[config.mk]
export PLATFORM = sky130hd
export DESIGN_NAME = mandel_frame_sequencer_flat
export DESIGN_NICKNAME = d
export VERILOG_FILES = /design/src/rtl/mandel_frame_sequencer_pkg.sv /design/src/rtl/mandel_frame_sequencer_if.sv /design/src/rtl/mandel_frame_sequencer_raster_addr_gen.sv /design/src/rtl/mandel_frame_sequencer.sv /design/src/flat_wrapper.sv
export SDC_FILE = /design/constraint.sdc
export NUM_CORES = 1
export LEC_CHECK = 0
export CORE_UTILIZATION = 52
export DETAILED_ROUTE_END_ITERATION = 10
export HOLD_SLACK_MARGIN = 0.05
export PLACE_DENSITY = 0.82
export SETUP_SLACK_MARGIN = 0.3
export SLEW_MARGIN = 20
export SYNTH_ARGS = -nofsm -noshare
export SYNTH_HDL_FRONTEND = slang
export SYNTH_SLANG_ARGS = --single-unit
[constraint.sdc]
create_clock -name clk -period 2.2 [get_ports clk]
set_input_delay 0.44 -clock clk [delete_from_list [all_inputs] [get_ports clk]]
set_output_delay 0.44 -clock clk [all_outputs]
set_load 0.005 [all_outputs]
[src/rtl/mandel_frame_sequencer_pkg.sv]
// Shared types and default geometry for the Mandelbrot frame sequencer.
package mandel_pkg;

    typedef enum logic [2:0] {
        ST_IDLE,
        ST_ISSUE,
        ST_RUN,
        ST_WRITE,
        ST_DONE
    } seq_state_e;

    localparam int DEF_H_RES    = 160;
    localparam int DEF_V_RES    = 120;
    localparam int DEF_MAX_ITER = 255;
    localparam int DEF_ITER_W   = 8;
    localparam int DEF_ADDR_W   = 15;

    typedef struct packed {
        logic [DEF_ADDR_W-1:0] addr;
        logic [DEF_ITER_W-1:0] color;
        logic                  in_set;
    } pix_word_t;

    // Counter width for a range of n values; never narrower than one bit.
    function automatic int cnt_w(input int n);
        return (n > 1) ? $clog2(n) : 1;
    endfunction

endpackage

[src/rtl/mandel_frame_sequencer_if.sv]
// Control, engine and frame-buffer signals of the frame sequencer.
interface mandel_frame_sequencer_if #(
    parameter int X_W    = 8,
    parameter int Y_W    = 7,
    parameter int ITER_W = 8,
    parameter int ADDR_W = 15
);
    logic              start;
    logic              stop;
    logic              busy;
    logic              frame_done;
    logic              eng_start;
    logic [X_W-1:0]    eng_x;
    logic [Y_W-1:0]    eng_y;
    logic              eng_step;
    logic              eng_diverged;
    logic              eng_abort;
    logic              pix_valid;
    logic              pix_ready;
    logic [ADDR_W-1:0] pix_addr;
    logic [ITER_W-1:0] pix_color;
    logic              pix_in_set;

    // master: the sequencer; slave: trigger, engine and frame-buffer side.
    modport master (
        input  start, stop, eng_step, eng_diverged, pix_ready,
        output busy, frame_done, eng_start, eng_x, eng_y, eng_abort,
               pix_valid, pix_addr, pix_color, pix_in_set
    );

    modport slave (
        output start, stop, eng_step, eng_diverged, pix_ready,
        input  busy, frame_done, eng_start, eng_x, eng_y, eng_abort,
               pix_valid, pix_addr, pix_color, pix_in_set
    );
endinterface

[src/rtl/mandel_frame_sequencer_raster_addr_gen.sv]
// Raster-order x/y/linear-address counters; address advances by increment only.
module raster_addr_gen #(
    parameter int H_RES  = 160,
    parameter int V_RES  = 120,
    parameter int X_W    = 8,
    parameter int Y_W    = 7,
    parameter int ADDR_W = 15
) (
    input  logic              clk,
    input  logic              rst,
    input  logic              advance,
    input  logic              clear,
    output logic [X_W-1:0]    x,
    output logic [Y_W-1:0]    y,
    output logic [ADDR_W-1:0] addr,
    output logic              last
);
    logic x_end, y_end;

    assign x_end = (x == X_W'(H_RES - 1));
    assign y_end = (y == Y_W'(V_RES - 1));
    assign last  = x_end && y_end;

    always_ff @(posedge clk) begin
        if (rst || clear || (advance && last)) begin
            x    <= '0;
            y    <= '0;
            addr <= '0;
        end else if (advance) begin
            addr <= addr + ADDR_W'(1);
            if (x_end) begin
                x <= '0;
                y <= y + Y_W'(1);
            end else begin
                x <= x + X_W'(1);
            end
        end
    end
endmodule

[src/rtl/mandel_frame_sequencer.sv]
// Frame sequencer: walks pixels in raster order, runs the engine per pixel, emits colour words.
module mandel_frame_sequencer
    import mandel_pkg::*;
#(
    parameter int H_RES    = DEF_H_RES,
    parameter int V_RES    = DEF_V_RES,
    parameter int MAX_ITER = DEF_MAX_ITER,
    parameter int ITER_W   = DEF_ITER_W,
    parameter int ADDR_W   = DEF_ADDR_W,
    parameter int X_W      = cnt_w(H_RES),
    parameter int Y_W      = cnt_w(V_RES)
) (
    input  logic                     clk,
    input  logic                     rst,
    mandel_frame_sequencer_if.master bus
);
    seq_state_e        state;
    logic [ITER_W-1:0] iter_cnt;
    logic [ITER_W-1:0] cnt_nxt;
    logic              busy_q, done_q, start_q, abort_q, valid_q, in_set_q;
    logic [ITER_W-1:0] color_q;
    logic              adv, clr, last;
    logic [X_W-1:0]    x;
    logic [Y_W-1:0]    y;
    logic [ADDR_W-1:0] addr;

    // Saturating so a stray extra step can never wrap the count.
    assign cnt_nxt = (iter_cnt == {ITER_W{1'b1}}) ? iter_cnt : iter_cnt + ITER_W'(1);

    always_comb begin
        adv = 1'b0;
        clr = 1'b0;
        if (state != ST_IDLE && bus.stop)
            clr = 1'b1;
        else if (state == ST_WRITE && bus.pix_ready && !last)
            adv = 1'b1;
        else if (state == ST_DONE)
            clr = 1'b1;
    end

    raster_addr_gen #(
        .H_RES (H_RES),
        .V_RES (V_RES),
        .X_W   (X_W),
        .Y_W   (Y_W),
        .ADDR_W(ADDR_W)
    ) u_raster (
        .clk    (clk),
        .rst    (rst),
        .advance(adv),
        .clear  (clr),
        .x      (x),
        .y      (y),
        .addr   (addr),
        .last   (last)
    );

    always_ff @(posedge clk) begin
        if (rst) begin
            state    <= ST_IDLE;
            iter_cnt <= '0;
            busy_q   <= 1'b0;
            done_q   <= 1'b0;
            start_q  <= 1'b0;
            abort_q  <= 1'b0;
            valid_q  <= 1'b0;
            color_q  <= '0;
            in_set_q <= 1'b0;
        end else begin
            start_q <= 1'b0;
            abort_q <= 1'b0;
            done_q  <= 1'b0;
            if (state != ST_IDLE && bus.stop) begin
                state    <= ST_IDLE;
                busy_q   <= 1'b0;
                valid_q  <= 1'b0;
                iter_cnt <= '0;
                abort_q  <= (state == ST_RUN);
            end else begin
                case (state)
                    ST_IDLE: if (bus.start) begin
                        state   <= ST_ISSUE;
                        busy_q  <= 1'b1;
                        start_q <= 1'b1;
                    end
                    ST_ISSUE: begin
                        iter_cnt <= '0;
                        state    <= ST_RUN;
                    end
                    ST_RUN: if (bus.eng_step) begin
                        iter_cnt <= cnt_nxt;
                        // Divergence takes priority over the budget running out.
                        if (bus.eng_diverged) begin
                            color_q  <= cnt_nxt;
                            in_set_q <= 1'b0;
                            valid_q  <= 1'b1;
                            state    <= ST_WRITE;
                        end else if (cnt_nxt == ITER_W'(MAX_ITER)) begin
                            color_q  <= '0;
                            in_set_q <= 1'b1;
                            abort_q  <= 1'b1;
                            valid_q  <= 1'b1;
                            state    <= ST_WRITE;
                        end
                    end
                    ST_WRITE: if (bus.pix_ready) begin
                        valid_q <= 1'b0;
                        if (last) begin
                            state  <= ST_DONE;
                            done_q <= 1'b1;
                        end else begin
                            state   <= ST_ISSUE;
                            start_q <= 1'b1;
                        end
                    end
                    ST_DONE: begin
                        state  <= ST_IDLE;
                        busy_q <= 1'b0;
                    end
                    default: state <= ST_IDLE;
                endcase
            end
        end
    end

    assign bus.busy       = busy_q;
    assign bus.frame_done = done_q;
    assign bus.eng_start  = start_q;
    assign bus.eng_abort  = abort_q;
    assign bus.eng_x      = x;
    assign bus.eng_y      = y;
    assign bus.pix_valid  = valid_q;
    assign bus.pix_addr   = addr;
    assign bus.pix_color  = color_q;
    assign bus.pix_in_set = in_set_q;
endmodule
[src/flat_wrapper.sv]
// flat-port wrapper written by rule: the top's interface ports become plain ports
module mandel_frame_sequencer_flat import mandel_pkg::*;
#(
    parameter int H_RES    = DEF_H_RES,
    parameter int V_RES    = DEF_V_RES,
    parameter int MAX_ITER = DEF_MAX_ITER,
    parameter int ITER_W   = DEF_ITER_W,
    parameter int ADDR_W   = DEF_ADDR_W,
    parameter int X_W      = cnt_w(H_RES),
    parameter int Y_W      = cnt_w(V_RES)
)
  (clk, rst, bus_start, bus_stop, bus_eng_step, bus_eng_diverged, bus_pix_ready, bus_busy, bus_frame_done, bus_eng_start, bus_eng_x, bus_eng_y, bus_eng_abort, bus_pix_valid, bus_pix_addr, bus_pix_color, bus_pix_in_set);
  mandel_frame_sequencer_if #(.X_W(X_W), .Y_W(Y_W), .ITER_W(ITER_W), .ADDR_W(ADDR_W)) bus_i ();
  input  logic clk;
  input  logic rst;
  input wire logic [$bits(bus_i.start)-1:0] bus_start;
  input wire logic [$bits(bus_i.stop)-1:0] bus_stop;
  input wire logic [$bits(bus_i.eng_step)-1:0] bus_eng_step;
  input wire logic [$bits(bus_i.eng_diverged)-1:0] bus_eng_diverged;
  input wire logic [$bits(bus_i.pix_ready)-1:0] bus_pix_ready;
  output wire logic [$bits(bus_i.busy)-1:0] bus_busy;
  output wire logic [$bits(bus_i.frame_done)-1:0] bus_frame_done;
  output wire logic [$bits(bus_i.eng_start)-1:0] bus_eng_start;
  output wire logic [$bits(bus_i.eng_x)-1:0] bus_eng_x;
  output wire logic [$bits(bus_i.eng_y)-1:0] bus_eng_y;
  output wire logic [$bits(bus_i.eng_abort)-1:0] bus_eng_abort;
  output wire logic [$bits(bus_i.pix_valid)-1:0] bus_pix_valid;
  output wire logic [$bits(bus_i.pix_addr)-1:0] bus_pix_addr;
  output wire logic [$bits(bus_i.pix_color)-1:0] bus_pix_color;
  output wire logic [$bits(bus_i.pix_in_set)-1:0] bus_pix_in_set;
  assign bus_i.start = bus_start;
  assign bus_i.stop = bus_stop;
  assign bus_i.eng_step = bus_eng_step;
  assign bus_i.eng_diverged = bus_eng_diverged;
  assign bus_i.pix_ready = bus_pix_ready;
  assign bus_busy = bus_i.busy;
  assign bus_frame_done = bus_i.frame_done;
  assign bus_eng_start = bus_i.eng_start;
  assign bus_eng_x = bus_i.eng_x;
  assign bus_eng_y = bus_i.eng_y;
  assign bus_eng_abort = bus_i.eng_abort;
  assign bus_pix_valid = bus_i.pix_valid;
  assign bus_pix_addr = bus_i.pix_addr;
  assign bus_pix_color = bus_i.pix_color;
  assign bus_pix_in_set = bus_i.pix_in_set;
  mandel_frame_sequencer #(.H_RES(H_RES), .V_RES(V_RES), .MAX_ITER(MAX_ITER), .ITER_W(ITER_W), .ADDR_W(ADDR_W), .X_W(X_W), .Y_W(Y_W)) u_core (.clk(clk), .rst(rst), .bus(bus_i));
endmodule
==> reports/qor.csv <==
stage,metric,value,unit
outcome,status,completed,
setup_path,worstPathRequired,2.44,ns
global_routing,antenna_found_initial,0,
power_and_ir_drop,power.internal,0.00137,W
cts,cts_max_path_buffers,2,
timing,worst_clock_skew,0.00912,ns
synth,ys_async_sr_fraction,0,%
synth,post_synth_instance_area,2770,sq um
timing,report.final.setup_viol,0,
drt,totalWireLength,6.85,mm
cts,htreeDepth,2,
floorplanning,num_io_pins,51,
setup_path,reg2reg_from,u_core.u_raster.y[0],
setup_path,critPathArrivalTime,2.12,ns
final_layout,fin_nets,396,
cts,insertion_delay,0.30,ns
global_routing,grt_max_degree,26,
timing,period_minus_slack,1.88,ns
power_and_ir_drop,peakVddDrop,0.401,mV
final_layout,signed_area_change_from_the_synthesized_netlist_to_the_final_layout,34.5,%
placement,number_of_placed_instances_taps_included,441,
drt,drtAntennaViolNets,0,
floorplanning,die-area,5620,sq um
final_layout,most-common-layout-cells,"49 x clkdlybuf4s50_1, 41 x dfxtp_1, 39 x nor2_1",
drt,routed-wl-met3,293,microns
flow_run,max_cap_violations,0,
power_and_ir_drop,pwr-share-comb,15.2,%
synth,post_synth.cell_area_avg,8.78,sq um
setup_path,crit_fanout,8,
cts,cts_hold_repair.buffers,0,
timing,maxSlewHeadroom,71.8,%
setup_path,crit_slowest_cell,or3_1,
placement,post-place-ws,-0.0623,ns
timing,slew_violations,0,
drt,detail_route.first_pass.iterations,4,
setup_path,timing.critical_path.to_type,flop,
setup_path,crit_chain,ha_2 -> nand4b_1 -> nand4bb_4 -> buf_12 -> nand4_1 -> or3_1 -> a21oi_2,
cts,number_of_sinks_driven_by_the_clock_tree,55,
drt,top_signal_layer_used,met4,
power_and_ir_drop,power.static_leakage,1.32,nW
placement,io_buffers,50,
global_routing,grt_util_all_layers,24.8,%
final_layout,layout-drive-gt1-share,20.7,%
synth,synthDistinctLibCells,55,
drt,drcViolationCount,0,
final_layout,mostFrequentLayoutCell,clkdlybuf4s50_1,
power_and_ir_drop,switchingPower,0.000504,W
placement,gpl.final_weighted_congestion,0.848,
cts,clkTransAtPathRegs,0.09,ns
setup_path,kind_of_critical_path,reg2reg,
final_layout,layout.area.seq,1120,sq um
cts,tritoncts.num_buffers,5,
drt,detailroute.via_count,2643,
drt,drt_iter0_markers,173,
synth,number_of_synthesized_flops_with_an_enable_pin,0,
final_layout,multi_input_comb_area,1660,sq um
floorplanning,initial_core_util,54.2,%
min_path,hold_path_class,reg2reg,
timing,final_setup_margin,0.318,ns
setup_path,crit_path_start_kind,flop,
final_layout,fillers,391,
floorplanning,dieWidth,74.9,microns
cts,clock_tree.root_cell,clkbuf_8,
timing,setup_repair_after_global_routing_missed_its_margin,true,
final_layout,fin_util,72.8,%
timing,final_period_util,85.6,%
placement,place_hpwl,4.76,mm
timing,timing_worst_slew_pin_value,0.420,ns
global_routing,grt_first_pass_wirelength,10.9,mm
global_routing,number_of_global_route_vias_before_repair,2415,
drt,met1Wirelength,3.04,mm
timing,whs,0.474,ns
synth,ys_seq_area_share,39.8,%
setup_path,crit_path_start,u_core.u_raster.y[0],
final_layout,final_cell_count_no_fill,456,
drt,viasPerCell,5.80,
timing,report.final.hold_viol_count,0,
floorplanning,core-area,5110,sq um
synth,synth.ff_latch_count,55,
synth,cells_after_synth,315,
global_routing,gr-total-overflow,0,
power_and_ir_drop,switching_share,26.9,%
power_and_ir_drop,totalPowerFinal,0.00187,W
power_and_ir_drop,p_per_area,504,nW/um^2
setup_path,cpPeakStageDelay,0.44,ns
cts,tritoncts,done,
drt,routedWlPerCell,15.0,microns
synth,number_of_nets_produced_by_synthesis,326,
floorplanning,floorplan_die_height,74.9,microns
min_path,hold_path_startpoint,u_core.bus.pix_color[2],
drt,met2RoutedLength,3.43,mm
power_and_ir_drop,clock_power_share,28.9,%
floorplanning,row_count,26,
power_and_ir_drop,seq_power_share,55.9,%
synth,most_common_flop_cell_mapped_by_yosys,dfxtp_1,
synth,yosysWarningCount,0,
timing,achievable-frequency,531,MHz
final_layout,insertedDiodeCount,0,
[worst paths after layout]
kind	cells past startpoint	slack (ns)	endpoint
min	1	0.47	u_core.bus.pix_color[2]
max	7	0.32	u_core.u_raster.addr[13]
min reg2reg	1	0.47	u_core.bus.pix_color[2]
max reg2reg	7	0.32	u_core.u_raster.addr[13]
[metrics by stage]
stage	TNS, ns	area (sq um)
6_report	0	3720
5_1_grt	0	3720
4_1_cts	0	3620
3_5_place_dp	-0.498	3450
3_3_place_gp	-0.0210	3450
2_1_floorplan	0	2770
[registers in the layout, summed over array words and instances, names as in the netlist, 3 cells and up]
| signal | flops |
|---|---|
| u_core.u_raster.addr | 15 |
| u_core.bus.pix_color | 8 |
| u_core.iter_cnt | 8 |
| u_core.u_raster.x | 8 |
| u_core.u_raster.y | 7 |
| u_core.state | 3 |
[routing by layer]
layer | GRT usage [%] | vias up
met3 | 3.61 | 9
met4 | 8.39 | 0
met5 | 0 | -
met2 | 41.7 | 76
li1 | - | 1286
met1 | 32.7 | 1272
[power groups by stage]
stage | combinational (W) | sequential (W) | clock, W
2_1_floorplan | 0.000180 | 0.00105 | 0
3_3_place_gp | 0.000267 | 0.00107 | 0
3_5_place_dp | 0.000274 | 0.00107 | 0
6_report | 0.000284 | 0.00105 | 0.000542
5_1_grt | 0.000311 | 0.00105 | 0.000601
4_1_cts | 0.000277 | 0.00105 | 0.000560
[synthesized netlist by cell type, drive strengths merged (8+ instances only)]
| cell type | number | area share [%] |
|---|---|---|
| or3 | 8 | 1.8 |
| a21oi | 26 | 4.7 |
| nor3 | 9 | 1.6 |
| o21ai | 12 | 2.2 |
| nand2 | 18 | 2.4 |
| nand4 | 14 | 3.4 |
| and3 | 9 | 2.0 |
| nand3 | 12 | 2.2 |
| xor2 | 12 | 3.8 |
| dfxtp | 55 | 40 |
| nor2 | 41 | 5.7 |
| buf | 9 | 2.2 |
[critical path, delay by kind of cell (launching register included)]
kind,cells,cell delay [ns]
adders and majority gates,1,0.20
buffers and inverters,1,0.12
and+or+nand+nor,4,1.01
AOI/OAI and AO/OA,1,0.14
DFF,1,0.35
[kinds of logic (layout without fill, tap and decap cells)]
logic type	count (synthesis)	in the layout	synth area share (%)
AOI/OAI and AO/OA	72	72	18.7
xor gates and xnor gates	19	19	6.02
adders and majority gates	4	4	1.81
buffers and inverters	20	91	4.03
DFF	55	55	39.8
and+or+nand+nor	145	145	29.6
[area by class of cell]
type / instances / area share, %
inverter: 5 / 0.505
sequential: 55 / 30.1
multi-input combinational: 240 / 44.6
clock buffer: 6 / 1.95
clock inverter: 2 / 0.336
tap: 70 / 2.35
timing repair buffer: 78 / 20.1
[what timing repair did]
action	in CTS	in global routing
endpoints found under the setup margin	39	36
setup buffers	5	2
endpoints found under the hold margin	0	0
resized for setup	14	22
cloned	0	0
pin swaps	12	9
Power figures use the tool's default switching activity.
